<file path="config.mk">
export PLATFORM = sky130hd
export DESIGN_NAME = z80_sysctl
export DESIGN_NICKNAME = d
export VERILOG_FILES = /design/src/rtl/z80_sysctl_pkg.sv /design/src/rtl/z80_wait_gen.sv /design/src/rtl/z80_sysctl.sv
export SDC_FILE = /design/constraint.sdc
export NUM_CORES = 1
export LEC_CHECK = 0
export BUFFER_PORTS_ARGS = -buffer_cell sky130_fd_sc_hd__clkbuf_2
export CAP_MARGIN = 20
export CORE_MARGIN = 4
export CORE_UTILIZATION = 30
export CTS_BUF_LIST = sky130_fd_sc_hd__clkbuf_4 sky130_fd_sc_hd__clkbuf_8
export DETAILED_ROUTE_END_ITERATION = 10
export PLACE_DENSITY = 0.61
export SYNTH_ARGS = -nofsm -noshare
export SYNTH_HDL_FRONTEND = slang
export SYNTH_HIERARCHICAL = 1
export SYNTH_SLANG_ARGS = --single-unit
</file>
<file path="constraint.sdc">
create_clock -name clk -period 3.7 [get_ports clk]
set_input_delay 0.925 -clock clk [delete_from_list [all_inputs] [get_ports clk]]
set_output_delay 0.925 -clock clk [all_outputs]
set_load 0.01 [all_outputs]
</file>
<file path="src/rtl/z80_sysctl_pkg.sv">
// Shared types, default constants and address-match helper for the Z80 system-control slave.
// Latency: none (package). Backpressure: n/a.
package z80_sysctl_pkg;

    localparam logic [15:0] IN_BASE_DK      = 16'h7C00;
    localparam logic [15:0] LATCH_BASE_DK   = 16'h7D80;
    localparam logic [15:0] LATCH_RST_DK    = 16'h0007;
    localparam int          NMI_MASK_BIT_DK = 4;

    typedef struct packed {
        logic [15:0] addr;
        logic [7:0]  dmaster;
        logic        rdn;
        logic        wrn;
        logic        inta;
    } z80_mbus_t;

    typedef struct packed {
        logic [7:0] dslave;
        logic       mwait;
    } z80_sbus_t;

    function automatic logic addr_hit(input logic [15:0] addr,
                                      input logic [15:0] base,
                                      input logic [15:0] ofs);
        return addr == 16'(base + ofs);
    endfunction

endpackage

</file>
<file path="src/rtl/z80_wait_gen.sv">
// Access-start detector plus 4-bit down-counter that holds mwait low for WAIT_CYCLES cycles.
// Latency: mwait drops combinationally in the start cycle. Backpressure: mwait is the backpressure to the CPU.
module z80_wait_gen #(
    parameter int WAIT_CYCLES = 0
) (
    input  logic clk,
    input  logic rst,
    input  logic acc,
    output logic start,
    output logic mwait
);

    localparam logic [3:0] WAIT_LD = 4'((WAIT_CYCLES > 0) ? (WAIT_CYCLES - 1) : 0);

    logic       acc_d;
    logic [3:0] cnt;

    assign start = acc & ~acc_d & ~rst;
    assign mwait = rst | ~((start && (WAIT_CYCLES > 0)) || (cnt != 4'd0));

    // acc_d resets high so an access still held across reset is dropped, not restarted.
    always_ff @(posedge clk) begin
        if (rst) begin
            acc_d <= 1'b1;
            cnt   <= 4'd0;
        end else begin
            acc_d <= acc;
            if (!acc)
                cnt <= 4'd0;
            else if (start)
                cnt <= WAIT_LD;
            else if (cnt != 4'd0)
                cnt <= cnt - 4'd1;
        end
    end

endmodule

</file>
<file path="src/rtl/z80_sysctl.sv">
// Z80 system-control slave: input ports, addressable latch, vblank NMI, wait states (optional IRQ via Z80_SYSCTL_IRQ_EN).
// Latency: read data registered, valid one clk after ena; latch/NMI update on the next edge. Backpressure: mwait wait states.
module z80_sysctl
    import z80_sysctl_pkg::*;
#(
    parameter int          NUM_IN         = 4,
    parameter logic [15:0] IN_BASE        = IN_BASE_DK,
    parameter int          IN_STRIDE_LOG2 = 7,
    parameter int          LATCH_BITS     = 8,
    parameter logic [15:0] LATCH_BASE     = LATCH_BASE_DK,
    parameter logic [15:0] LATCH_RST      = LATCH_RST_DK,
    parameter logic [15:0] LATCH_INV      = 16'h0007,
    parameter int          NMI_MASK_BIT   = NMI_MASK_BIT_DK,
    parameter int          WAIT_CYCLES    = 0
`ifdef Z80_SYSCTL_IRQ_EN
    ,
    parameter int          IRQ_MASK_BIT   = 0,
    parameter logic [7:0]  INT_VECTOR     = 8'hFF
`endif
) (
    input  logic                      clk,
    input  logic                      rst,
    input  logic                      ena,
    input  z80_mbus_t                 ibus,
    output z80_sbus_t                 obus,
    input  logic [NUM_IN-1:0][7:0]    in_ports,
    input  logic                      vblk,
    output logic [LATCH_BITS-1:0]     latch_q,
    output logic                      nmi_n,
    output logic                      int_n
);

    logic                  rd;
    logic                  wr;
    logic                  acc;
    logic                  start;
    logic                  mwait_w;
    logic [7:0]            rd_dat;
    logic [7:0]            dslave_nxt;
    logic [7:0]            dslave_q;
    logic [LATCH_BITS-1:0] latch_nxt;
    logic                  vblk_d;
    logic                  vblk_rise;
    logic                  nmi_pend;

    assign rd        = ena & ~ibus.rdn;
    assign wr        = ena & ~ibus.wrn;
    assign acc       = rd | wr;
    assign vblk_rise = vblk & ~vblk_d;

    z80_wait_gen #(
        .WAIT_CYCLES (WAIT_CYCLES)
    ) u_wait (
        .clk   (clk),
        .rst   (rst),
        .acc   (acc),
        .start (start),
        .mwait (mwait_w)
    );

    always_comb begin
        rd_dat = 8'hFF;
        for (int k = 0; k < NUM_IN; k++) begin
            if (addr_hit(ibus.addr, IN_BASE, 16'(k << IN_STRIDE_LOG2)))
                rd_dat = in_ports[k];
        end
    end

    // Latch bits are only written in the start cycle, so a held write fires once.
    always_comb begin
        latch_nxt = latch_q;
        if (start && wr) begin
            for (int i = 0; i < LATCH_BITS; i++) begin
                if (addr_hit(ibus.addr, LATCH_BASE, 16'(i)))
                    latch_nxt[i] = ibus.dmaster[0] ^ LATCH_INV[i];
            end
        end
    end

`ifdef Z80_SYSCTL_IRQ_EN
    logic inta_ack;
    logic irq_pend;

    assign inta_ack = ena & ibus.inta;

    always_ff @(posedge clk) begin
        if (rst)
            irq_pend <= 1'b0;
        else
            irq_pend <= latch_nxt[IRQ_MASK_BIT] & ~inta_ack
                        & (irq_pend | (vblk_rise & latch_q[IRQ_MASK_BIT]));
    end

    assign int_n = ~irq_pend;

    always_comb begin
        dslave_nxt = rd ? rd_dat : 8'hFF;
        if (inta_ack)
            dslave_nxt = INT_VECTOR;
    end
`else
    logic unused_inta;

    assign unused_inta = ibus.inta;
    assign int_n       = 1'b1;

    always_comb begin
        dslave_nxt = rd ? rd_dat : 8'hFF;
    end
`endif

    // Gating with the next mask value lets a same-cycle mask clear beat a vblk rise.
    always_ff @(posedge clk) begin
        if (rst) begin
            dslave_q <= 8'hFF;
            latch_q  <= LATCH_RST[LATCH_BITS-1:0];
            vblk_d   <= 1'b0;
            nmi_pend <= 1'b0;
        end else begin
            dslave_q <= dslave_nxt;
            latch_q  <= latch_nxt;
            vblk_d   <= vblk;
            nmi_pend <= latch_nxt[NMI_MASK_BIT]
                        & (nmi_pend | (vblk_rise & latch_q[NMI_MASK_BIT]));
        end
    end

    assign nmi_n = ~nmi_pend;
    assign obus  = '{dslave: dslave_q, mwait: mwait_w};

endmodule
</file>
== After elaboration in Yosys (flattened, before gate mapping) ==
Cells that the tools add are included.

* Word-level logic and storage cells: 66
* Register bits: 23

* Add/sub/neg operators: 1
* Reductions and logical operators: 11
* Multiplexer cells: 10
* Equality and inequality tests: 11
* Bitwise operators: 20

{| class="wikitable"
|+ Operators with widths
! operator !! count
|-
| 16-bit by 15-bit == test with 1-bit output, second input constant || 11
|-
| 8-bit 2-to-1 mux || 4
|-
| 2-bit AND reduction || 7
|-
| 1-bit NOT || 10
|-
| 1-bit AND || 7
|-
| 1-bit 2-to-1 mux || 5
|-
| 5-bit 2-to-1 mux || 1
|-
| 4-bit nonzero test || 1
|-
| 4-bit by 1-bit subtractor with 4-bit output, second input constant || 1
|-
| 1-bit bitwise OR || 3
|-
| 3-bit OR reduction || 1
|-
| 2-bit OR reduction || 1
|-
| 1-bit logical AND || 1
|}

== Logic depth before layout (Yosys ltp) ==
Gate-level depths: netlist (run 1).

* Depth after elaboration: 8
* Mapped depth: 7
* Mapped depth without buffers: 6

== Hierarchy ==
The synthesis (run 1) kept the hierarchy.

{| class="wikitable"
|+ Modules (own cells, without submodules)
! module !! area each (um2) !! instances !! cells each
|-
| z80_sysctl || 1143.6 || 1 || 129
|-
| z80_wait_gen || 234.0 || 1 || 24
|}

== Worst setup path before layout (run 1) ==
OpenSTA, ideal clock, no wires.

* Path type: input port to flip-flop
* From: input port ena
* To: register latch_q[6]
* Arrival time: 2.386 ns
* Stages: 7
* Setup slack: 1.244 ns
* Library setup time: 0.070 ns
* Path buffers: 1
* Cell sequence: a21boi_0 -> nor3b_1 -> and4b_1 -> clkbuf_1 -> nand4_1 -> or3_1 -> a21oi_1

* Longest elaborated chain between the ends: 6

{| class="wikitable"
|+ RTL lines
! element !! line !! source
|-
| from (decl) || z80_sysctl.sv:23 || <nowiki>input logic ena,</nowiki>
|-
| 1-bit AND, on equally long branches || z80_sysctl.sv:46, z80_sysctl.sv:47 ||
|-
| 1-bit bitwise OR * || z80_sysctl.sv:48 || <nowiki>assign acc = rd | wr;</nowiki>
|-
| 1-bit AND * (2 in a row) || z80_wait_gen.sv:18 || <nowiki>assign start = acc & ~acc_d & ~rst;</nowiki>
|-
| via start || z80_sysctl.sv:36 || <nowiki>logic start;</nowiki>
|-
| 1-bit logical AND * || z80_sysctl.sv:72 || <nowiki>if (start && wr) begin</nowiki>
|-
| 2-bit AND reduction (no line) * || - ||
|-
| to (signal assigned) || z80_sysctl.sv:116 || <nowiki>latch_q <= LATCH_RST[LATCH_BITS-1:0];</nowiki>
|-
| to (signal assigned) || z80_sysctl.sv:121 || <nowiki>latch_q <= latch_nxt;</nowiki>
|-
| to (decl) || z80_sysctl.sv:28 || <nowiki>output logic [LATCH_BITS-1:0] latch_q,</nowiki>
|}

The timed path passes the listed nets; every way through them passes the cells marked *.
A chain may end at the register's enable or synchronous reset.

==> metrics.yaml, run 1 <==
synth:
  synth.avg_cell_area_sq_um: 9.00
  yosys_warnings: 6
  syn_area_sq_um: 1380
  synthesis.nets: 217
  synth-seq-area-share_pct: 33.4
  synth_edf_count: 0
  async_flop_share_pct: 0
  synth_seq_cells: 23
  dominantRegCellSynth: "dfxtp_1"
  synth_cell_type_count: 43
  syn_inst: 153
grt:
  grt_max_degree: 19
  grt_pass1_wl_mm: 5.53
  overflow: 0
  antenna_found_initial: 0
  grt_usage_pct: 12.6
  grt_pass1_vias: 1216
power_and_ir_drop:
  powerDensity_nw_per_um2: 263
  ir_drop_mv: 0.0934
  leakage_nw: 0.770
drt:
  drt-pass1-iter-count: 4
  drtAntennaViolNets: 0
  drc: 0
  drtIter0Drc: 66
  routed-via-count: 1370
  wl_per_cell_um: 13.4
  via_per_inst: 5.00
  wirelength_mm: 3.66
timing:
  fin_skew_ns: 0.00832
  max-slew-margin-rel_pct: 55.4
  fmax_mhz: 396
  setup-violations-final: 0
  fin_crit_sh_pct: 68.3
  whs_ns: 0.481
  hold_violations: 0
  finalSetupTns_ns: 0
  rsz0062_at_grt: "no"
  final.min_clock_period_ns: 2.53
  worst_pin_slew_ns: 0.660
  slew_violations: 0
worst_setup_path:
  cp_slowest_cell: "or2_2"
  critPathBufInv: 2
  r2r_start: "u_wait/acc_d"
  worst_path_most_repeated_cell: "clkbuf_2"
  critPathKind: "in2out"
  setup.worst_path.start_class: "primary input"
  cp_cell_sequence: "clkbuf_2, or2_2, clkbuf_2"
  critical_path.startpoint: "rst"
  end_kind: "primary output"
  arrival_ns: 1.60
  path_delay_family: "simple AND/OR/NAND/NOR gates"
  worstPathMaxFanout: 15
  worstPathRequired_ns: 2.77
  cpPeakStageDelay_ns: 0.34
cts:
  cts_tree: "built"
  numCtsBuffers: 3
  clk_pin_slew_ns: 0.08
  cts_root_buffer: "clkbuf_8"
  clock_sink_count: 23
  cts_setup_buffers: 0
  cts_resized: 0
  worstSkewPairLatency_ns: 0.26
  cts-hold-fix-buffers: 0
  cts_max_level: 1
  clockBufferDepth: 2
placed_design:
  placedInstanceArea_sq_um: 1750
  globalplace.congestion: 0.732
  place_inst: 270
  io_buffer_count: 72
  hpwlAfterDp_mm: 2.98
worst_hold_path:
  min_from: "latch_q[5]"
  hold_path_class: "reg2reg"
die:
  die_x_um: 75.8
  core_area_sq_um: 4410
  die-height_um: 75.8
  dieArea_sq_um: 5740
  start_util_pct: 31.2
  ioPinCount: 82
  num_rows: 24
finish:
  final_common_cell: "clkbuf_2"
  postLayoutCellArea_sq_um: 1800
  final_cell_mix: "72 x clkbuf_2, 23 x dfxtp_1, 18 x nand3_1, 9 x mux2i_1"
  layout.cells.non_filler: 274
  syn_to_final_growth_pct: 30.9
  final_nets: 287
  antenna_cells: 0
  drive_above_1_share_pct: 41.9
  fill_cells: 453
  postLayoutCoreUtil_pct: 40.8
outcome:
  status: "complete, no violations"
flow_run:
  maxCapViolations: 0
[path summary, 6_finish.rpt]
kind,to,slack [ns],cells past startpoint
worst max-delay path,obus[0],1.17,3
worst min-delay path,latch_q[5],0.48,2
worst max register to register,latch_q[6],1.98,5
worst min register to register,latch_q[5],0.48,2
[through the flow]
step           worst slack [ns]  power (mW)
3_3_place_gp              0.964       0.321
4_1_cts                    1.16       0.485
6_report                   1.17       0.474
5_1_grt                    1.06       0.501
2_1_floorplan              1.24       0.285
3_5_place_dp              0.944       0.322
[worst reg2reg max path, stage by stage (launching register included)]
cell and delay (ns):
dfxtp_1 0.31, nor3b_1 0.17, and4b_1 0.33, nand4_1 0.27
or3_1 0.44, a21oi_1 0.14
[report_power, final]
part | switching, mW | total [mW] | internal [mW]
sequential | 0.000444 | 0.249 | 0.249
clock | 0.0738 | 0.158 | 0.0840
combinational | 0.0317 | 0.0671 | 0.0354
[flip-flops by register name (all words and copies together), names as in the netlist]
register	cells
dslave_q	8
latch_q	8
nmi_pend	1
u_wait/acc_d	1
u_wait/cnt	4
vblk_d	1
[Yosys cell counts (2+ instances only)]
| library cell | instances | area share, % |
|---|---|---|
| or3_1 | 3 | 1.4 |
| and4b_1 | 3 | 2.2 |
| nor3b_1 | 2 | 1.1 |
| or3b_2 | 2 | 1.3 |
| clkbuf_1 | 3 | 0.82 |
| nand2_1 | 2 | 0.55 |
| nor3_1 | 6 | 2.2 |
| dfxtp_1 | 23 | 33 |
| nand3b_1 | 2 | 1.1 |
| nor2b_1 | 2 | 0.91 |
| a221o_1 | 8 | 5.8 |
| inv_1 | 5 | 1.4 |
| a21oi_1 | 7 | 2.5 |
| nand4_1 | 4 | 1.8 |
| buf_6 | 2 | 1.6 |
| or2_2 | 2 | 0.91 |
| nand2b_1 | 8 | 3.6 |
| or2b_2 | 3 | 1.9 |
| o21bai_1 | 3 | 1.6 |
| nor2_1 | 8 | 2.2 |
| o21ai_0 | 5 | 1.8 |
| mux2i_1 | 9 | 6.5 |
| nand3_1 | 18 | 6.5 |
| o21ba_2 | 2 | 1.5 |
| buf_4 | 3 | 1.6 |
[kinds of logic after synthesis]
| kind of cell | Yosys count | synth area share (%) |
|---|---|---|
| muxes | 10 | 7.36 |
| AOI/OAI and AO/OA | 28 | 15.2 |
| buffers and inverters | 13 | 5.45 |
| other | 1 | 0.272 |
| adders and majority gates | 1 | 0.908 |
| and+or+nand+nor | 76 | 36.8 |
| xor gates and xnor gates | 1 | 0.636 |
| DFF | 23 | 33.4 |
[metal layers]
layer	routed length [um]	GRT usage [%]
met5	0	0
met4	38	3.50
met3	256	3.43
met2	1710	20.5
met1	1660	16.4
[final cells by class]
cell class	instances	area (sq um)	share of cell area (%)
multi-input cells	117	842	46.7
inverters	5	18.8	1.04
flip-flops and latches	23	460	25.5
well taps	52	65.1	3.61
clock buffers	4	48.8	2.71
repair buffers	73	368	20.4
Power figures use the tool's default switching activity.
==> run 2, diff against run 1 <==
Clock period 3.7 ns to 2.4 ns, I/O delays scaled along.
==> run 2 against run 1 <==
Compared with the run above: core utilization rose by 1.2 points; total power rose by 54%; register-to-register slack got worse by 1.2 ns; non-clock buffer count grew 6; routed wire length down 0.55%; global-route usage rose by 0.16 points; clock skew grew 0.00055 ns; first-iteration DRC count decreased by 36%; sequential power grew 54%; highest routed layer unchanged.
==> metrics.yaml, run 2 (synthesized netlist as in run 1, its figures left out) <==
placed_design:
  placedInstanceArea_sq_um: 1810
  globalplace.congestion: 0.742
  hpwlAfterDp_mm: 2.99
  io_buffer_count: 72
  pre_cts_slack_ns: 0.0854
cts:
  cts_setup_buffers: 0
  cts_max_level: 1
  clk_pin_slew_ns: 0.09
  cts_tree: "built"
  clockBufferDepth: 2
  clock_sink_count: 23
  worstSkewPairLatency_ns: 0.26
  cts_resized: 0
  cts-hold-fix-buffers: 0
  numCtsBuffers: 3
  cts_root_buffer: "clkbuf_8"
finish:
  largestRegisters: "dslave_q: 8 flops, latch_q: 8 flops, u_wait/cnt: 4 flops"
  drive_above_1_share_pct: 43.4
  final_common_cell: "clkbuf_2"
  postLayoutCoreUtil_pct: 42.1
  final_cell_mix: "72 x clkbuf_2, 23 x dfxtp_1, 18 x nand3_1, 9 x mux2i_1"
  final_nets: 293
  postLayoutCellArea_sq_um: 1860
  antenna_cells: 0
  syn_to_final_growth_pct: 34.9
die:
  start_util_pct: 31.2
  die-height_um: 75.8
  num_rows: 24
  dieArea_sq_um: 5740
  core_area_sq_um: 4410
  die_x_um: 75.8
  ioPinCount: 82
power_and_ir_drop:
  power_mw: 0.729
  p_seq_share_pct: 52.7
  switchingPower_mw: 0.172
  powerDensity_nw_per_um2: 392
  netSwitchingFraction_pct: 23.6
  leakage_nw: 0.802
  p_int_mw: 0.557
  pwr-share-clk_pct: 32.7
  combinationalPowerShare_pct: 14.6
  ir_drop_mv: 0.184
drt:
  wl_per_cell_um: 13.0
  routed-via-count: 1400
  drc: 0
  wirelength_mm: 3.64
  drtAntennaViolNets: 0
  drt-pass1-iter-count: 4
  via_per_inst: 5.00
  drtIter0Drc: 42
grt:
  overflow: 0
  antenna_found_initial: 0
  grt_pass1_vias: 1281
  grt_max_degree: 18
  grt_pass1_wl_mm: 5.64
  grt_usage_pct: 12.8
worst_setup_path:
  rr_worst_depth: 5
  reg2reg_slack_ns: 0.79
  end_kind: "primary output"
  worstPathRequired_ns: 1.80
  worstReg2RegEnd: "latch_q[3]"
  setup.worst_path.start_class: "flip-flop"
  critPathKind: "reg2out"
  worstPathMaxFanout: 4
  arrival_ns: 1.47
  r2r_start: "u_wait/acc_d"
worst_hold_path:
  min_from: "latch_q[3]"
  holdPathStages: 2
  holdPathEnd: "latch_q[3]"
  hold_path_class: "reg2reg"
timing:
  fin_crit_sh_pct: 86.4
  setup-violations-final: 0
  rsz0062_at_grt: "no"
  finalSetupTns_ns: 0
  hold_violations: 0
  slew_violations: 0
  fin_skew_ns: 0.00887
  finalWorstSetupSlack_ns: 0.327
  final.min_clock_period_ns: 2.07
  fmax_mhz: 482
outcome:
  status: "complete, no violations"
flow_run:
  maxCapViolations: 0
==> run 2: power by group through the flow <==
stage,clock network [mW],registers (mW),logic [mW]
2_1_floorplan,0,0.393,0.0474
3_3_place_gp,0,0.393,0.106
3_5_place_dp,0,0.393,0.107
4_1_cts,0.251,0.384,0.107
5_1_grt,0.264,0.384,0.119
6_report,0.238,0.384,0.107
==> run 2: routing by layer <==
layer | GRT usage (%) | vias to the layer above | wire [um]
met4 | 2.91 | 0 | 22
met3 | 4.22 | 2 | 272
met2 | 20.9 | 39 | 1750
met1 | 16.3 | 636 | 1600
li1 | - | 723 | -
met5 | 0 | - | 0
==> run 2: worst max-delay path by stage <==
stage,from,end,depth (start not counted)
final,u_wait/cnt[0],obus[0],5
after global routing,ena,latch_q[3],7
after global placement,ena,latch_q[3],7
after CTS,u_wait/cnt[0],obus[0],5
after detailed placement,ena,latch_q[3],7
after floorplan,ena,latch_q[6],7
==> run 2: area by class of cell <==
cell class | count | area (sq um)
repair buffers | 79 | 425
well taps | 52 | 65.1
clock inverters | 1 | 5.00
flip-flops and latches | 23 | 460
clock buffers | 3 | 41.3
multi-input cells | 117 | 842
fillers | 470 | 2560
inverters | 5 | 18.8
==> run 2: critical path: stages (launching register included) <==
cell and delay [ns]:
dfxtp_1 0.34, inv_1 0.07, ha_1 0.23, nor3b_4 0.17, or2_2 0.27, clkbuf_2 0.13
==> run 2: stage by stage <==
step | std cells | hold slack [ns]
after floorplan | 153 | 0.454
after global placement | 276 | 0.460
after detailed placement | 276 | 0.469
after CTS | 280 | 0.485
after global routing | 280 | 0.498
final | 280 | 0.480
==> run 3, diff against run 2 <==
Settings changed: ABC_AREA from default to 1, CORE_ASPECT_RATIO from default to 1.2, PLACE_DENSITY 0.61 to 0.59.
==> run 3 against run 2 <==
Compared with the run above: register-to-register slack better by 0.28 ns; flip-flop and latch count stayed put; critical path depth stayed put; core utilization is 2.1 points lower; global-route usage hardly changed; worst hold slack better by 0.0029 ns; highest routed layer unchanged; critical path type unchanged; routed wire length is 6.6% higher; non-clock buffer count is 5 lower; cell area is 6.3% higher; via count is 14% higher; sequential power hardly changed.
==> metrics.yaml, run 3 <==
synth:
  yosysTopAreaCellShare_pct: 29.9
  syn_area_sq_um: 1540
  synth-compound-area-share_pct: 6.25
  synth_edf_count: 0
  netlist.top_cell.by_area: "dfxtp_1"
  synth_top_family_by_area: "simple AND/OR/NAND/NOR gates"
  async_flop_share_pct: 0
  synthMuxAreaShare_pct: 0
  synthSimpleGateAreaFrac_pct: 51.7
  synth_xor_area_share_pct: 0.568
  synth_cell_type_count: 28
  synthesis.nets: 287
  dominantRegCellSynth: "dfxtp_1"
  ys_top_cells_by_area: "dfxtp_1 30%, nand2_1 13%, nand3b_1 12%"
  synth_most_common_cell: "nand2_1"
  syn_inst: 223
  synthAdderAreaFrac_pct: 0.812
  synth.avg_cell_area_sq_um: 6.91
  yosys_warnings: 6
  synth_seq_cells: 23
  synth-seq-area-share_pct: 29.9
  synth_common_cells: "54 x nand2_1, 25 x inv_1, 25 x nand3b_1, 25 x nor2_1, 23 x dfxtp_1"
placed_design:
  hpwlAfterDp_mm: 3.19
  io_buffer_count: 72
  globalplace.congestion: 0.784
finish:
  largestRegisters: "dslave_q: 8 flops, latch_q: 8 flops, u_wait/cnt: 4 flops"
  postLayoutCoreUtil_pct: 40.0
  final_nets: 359
  antenna_cells: 0
  fill_cells: 546
  final_common_cell: "clkbuf_2"
  seqCellArea_sq_um: 460
  multi_input_area_sq_um: 918
  syn_to_final_growth_pct: 28.2
  drive_above_1_share_pct: 34.0
  final_cell_mix: "72 x clkbuf_2, 54 x nand2_1, 25 x inv_1, 25 x nor2_1, 25 x nand3b_1"
grt:
  overflow: 0
  grt_pass1_wl_mm: 6.42
  antenna_found_initial: 0
  grt_max_degree: 19
  grt_pass1_vias: 1562
  grt_usage_pct: 12.8
power_and_ir_drop:
  netSwitchingFraction_pct: 23.0
  leakage_nw: 1.09
  p_int_mw: 0.563
  combinationalPowerShare_pct: 12.9
  pwr-share-clk_pct: 34.6
  ir_drop_mv: 0.165
  powerDensity_nw_per_um2: 370
  switchingPower_mw: 0.168
  p_seq_share_pct: 52.5
timing:
  fmax_mhz: 550
  final.min_clock_period_ns: 1.82
  setup-violations-final: 0
  max-slew-margin-rel_pct: 63.5
  rsz0062_at_grt: "no"
  finalSetupTns_ns: 0
  fin_crit_sh_pct: 75.8
  slew_violations: 0
  fin_skew_ns: 0.00182
  worst_pin_slew_ns: 0.548
  hold_violations: 0
worst_setup_path:
  worstPathMaxFanout: 5
  end_kind: "primary output"
  setup.worst_path.start_class: "flip-flop"
  cp_slowest_cell: "dfxtp_1"
  cpPeakStageDelay_ns: 0.33
  arrival_ns: 1.22
  cp_cell_sequence: "inv_1, ha_1, nand2_4, nand2_1, clkbuf_2"
  critPathKind: "reg2out"
  path_delay_family: "flip-flops"
  critPathBufInv: 2
  worstPathRequired_ns: 1.80
die:
  die_x_um: 73.4
  die-height_um: 86.5
  num_rows: 28
  dieArea_sq_um: 6350
  ioPinCount: 82
  start_util_pct: 31.2
  core_area_sq_um: 4940
drt:
  drtAntennaViolNets: 0
  routed-via-count: 1603
  wl_per_cell_um: 11.0
  drtIter0Drc: 48
  drt-pass1-iter-count: 4
  wirelength_mm: 3.88
  drc: 0
  via_per_inst: 4.53
outcome:
  status: "complete, no violations"
cts:
  clockBufferDepth: 2
  cts_tree: "built"
  cts_root_buffer: "clkbuf_8"
  cts-hold-fix-buffers: 0
  clk_pin_slew_ns: 0.08
  cts_resized: 0
  clock_sink_count: 23
  worstSkewPairLatency_ns: 0.26
  cts_setup_buffers: 0
  cts_max_level: 1
  numCtsBuffers: 3
flow_run:
  maxCapViolations: 0
worst_hold_path:
  hold_path_class: "reg2reg"
## run 3: changes by cell type after synthesis, moves of 5 or more
cell,change
nor2_2,+8
mux2i_1,-9
nand2b_1,-8
a21oi_1,-6
inv_1,+20
nand3b_1,+23
nand2_1,+52
nor2_1,+17
o21bai_1,+5
a221o_1,-8
nor3_1,-5
## run 3: final cells by class
cell class | instances | area share, %
Multi-Input combinational cell | 167 | 46.5
Sequential cell | 23 | 23.3
Timing Repair Buffer | 74 | 19.0
Inverter | 26 | 4.94
Tap cell | 60 | 3.80
Clock buffer | 4 | 2.47
## run 3: per-layer routing
metal,wire length [um],track usage (%),vias to the layer above,share of wire [%]
met4,14,2.80,0,0.36
li1,-,-,850,-
met2,2070,24.2,37,53
met1,1540,14.0,714,40
met3,259,3.48,2,6.7
met5,0,0,-,0
## run 3: power by group through the flow
stage	clock network [mW]	registers (mW)	logic [mW]
after floorplan	0	0.393	0.0420
after global placement	0	0.393	0.0943
after detailed placement	0	0.393	0.0953
after CTS	0.266	0.384	0.0959
after global routing	0.280	0.384	0.108
final	0.253	0.384	0.0945
## run 3: final timing paths
check / slack [ns] / cells past startpoint / to / start
hold / removal: 0.48 / 2 / latch_q[2] / latch_q[2]
hold reg to reg: 0.48 / 2 / latch_q[2] / latch_q[2]
setup reg to reg: 1.07 / 8 / latch_q[3] / u_wait/acc_d
setup / recovery: 0.58 / 5 / obus[0] / u_wait/cnt[0]
## run 3: kinds of logic after synthesis
logic type	Yosys count
fa+ha+maj	1
compound gates	14
xor+xnor	1
buf+inv	33
flops	23
other cells	1
simple gates	150
## run 3: metrics by stage
step | instance area [sq um] | hold WS [ns] | power [mW] | std cells | setup WS [ns]
after floorplan | 1540 | 0.466 | 0.435 | 223 | 0.681
after global placement | 1930 | 0.469 | 0.487 | 350 | 0.349
after detailed placement | 1930 | 0.473 | 0.488 | 350 | 0.345
after CTS | 1980 | 0.488 | 0.746 | 354 | 0.552
after global routing | 1980 | 0.519 | 0.772 | 354 | 0.404
final | 1980 | 0.483 | 0.731 | 354 | 0.581
## run 3: worst reg2reg max path, stage by stage (launching register included)
cell and delay, ns:
dfxtp_1 0.31, nor2_1 0.10, nand3b_1 0.16, nor2_1 0.28, nand2_1 0.11, nor2_2 0.13, nand2_1 0.05, nand2_1 0.06
nor2_1 0.04
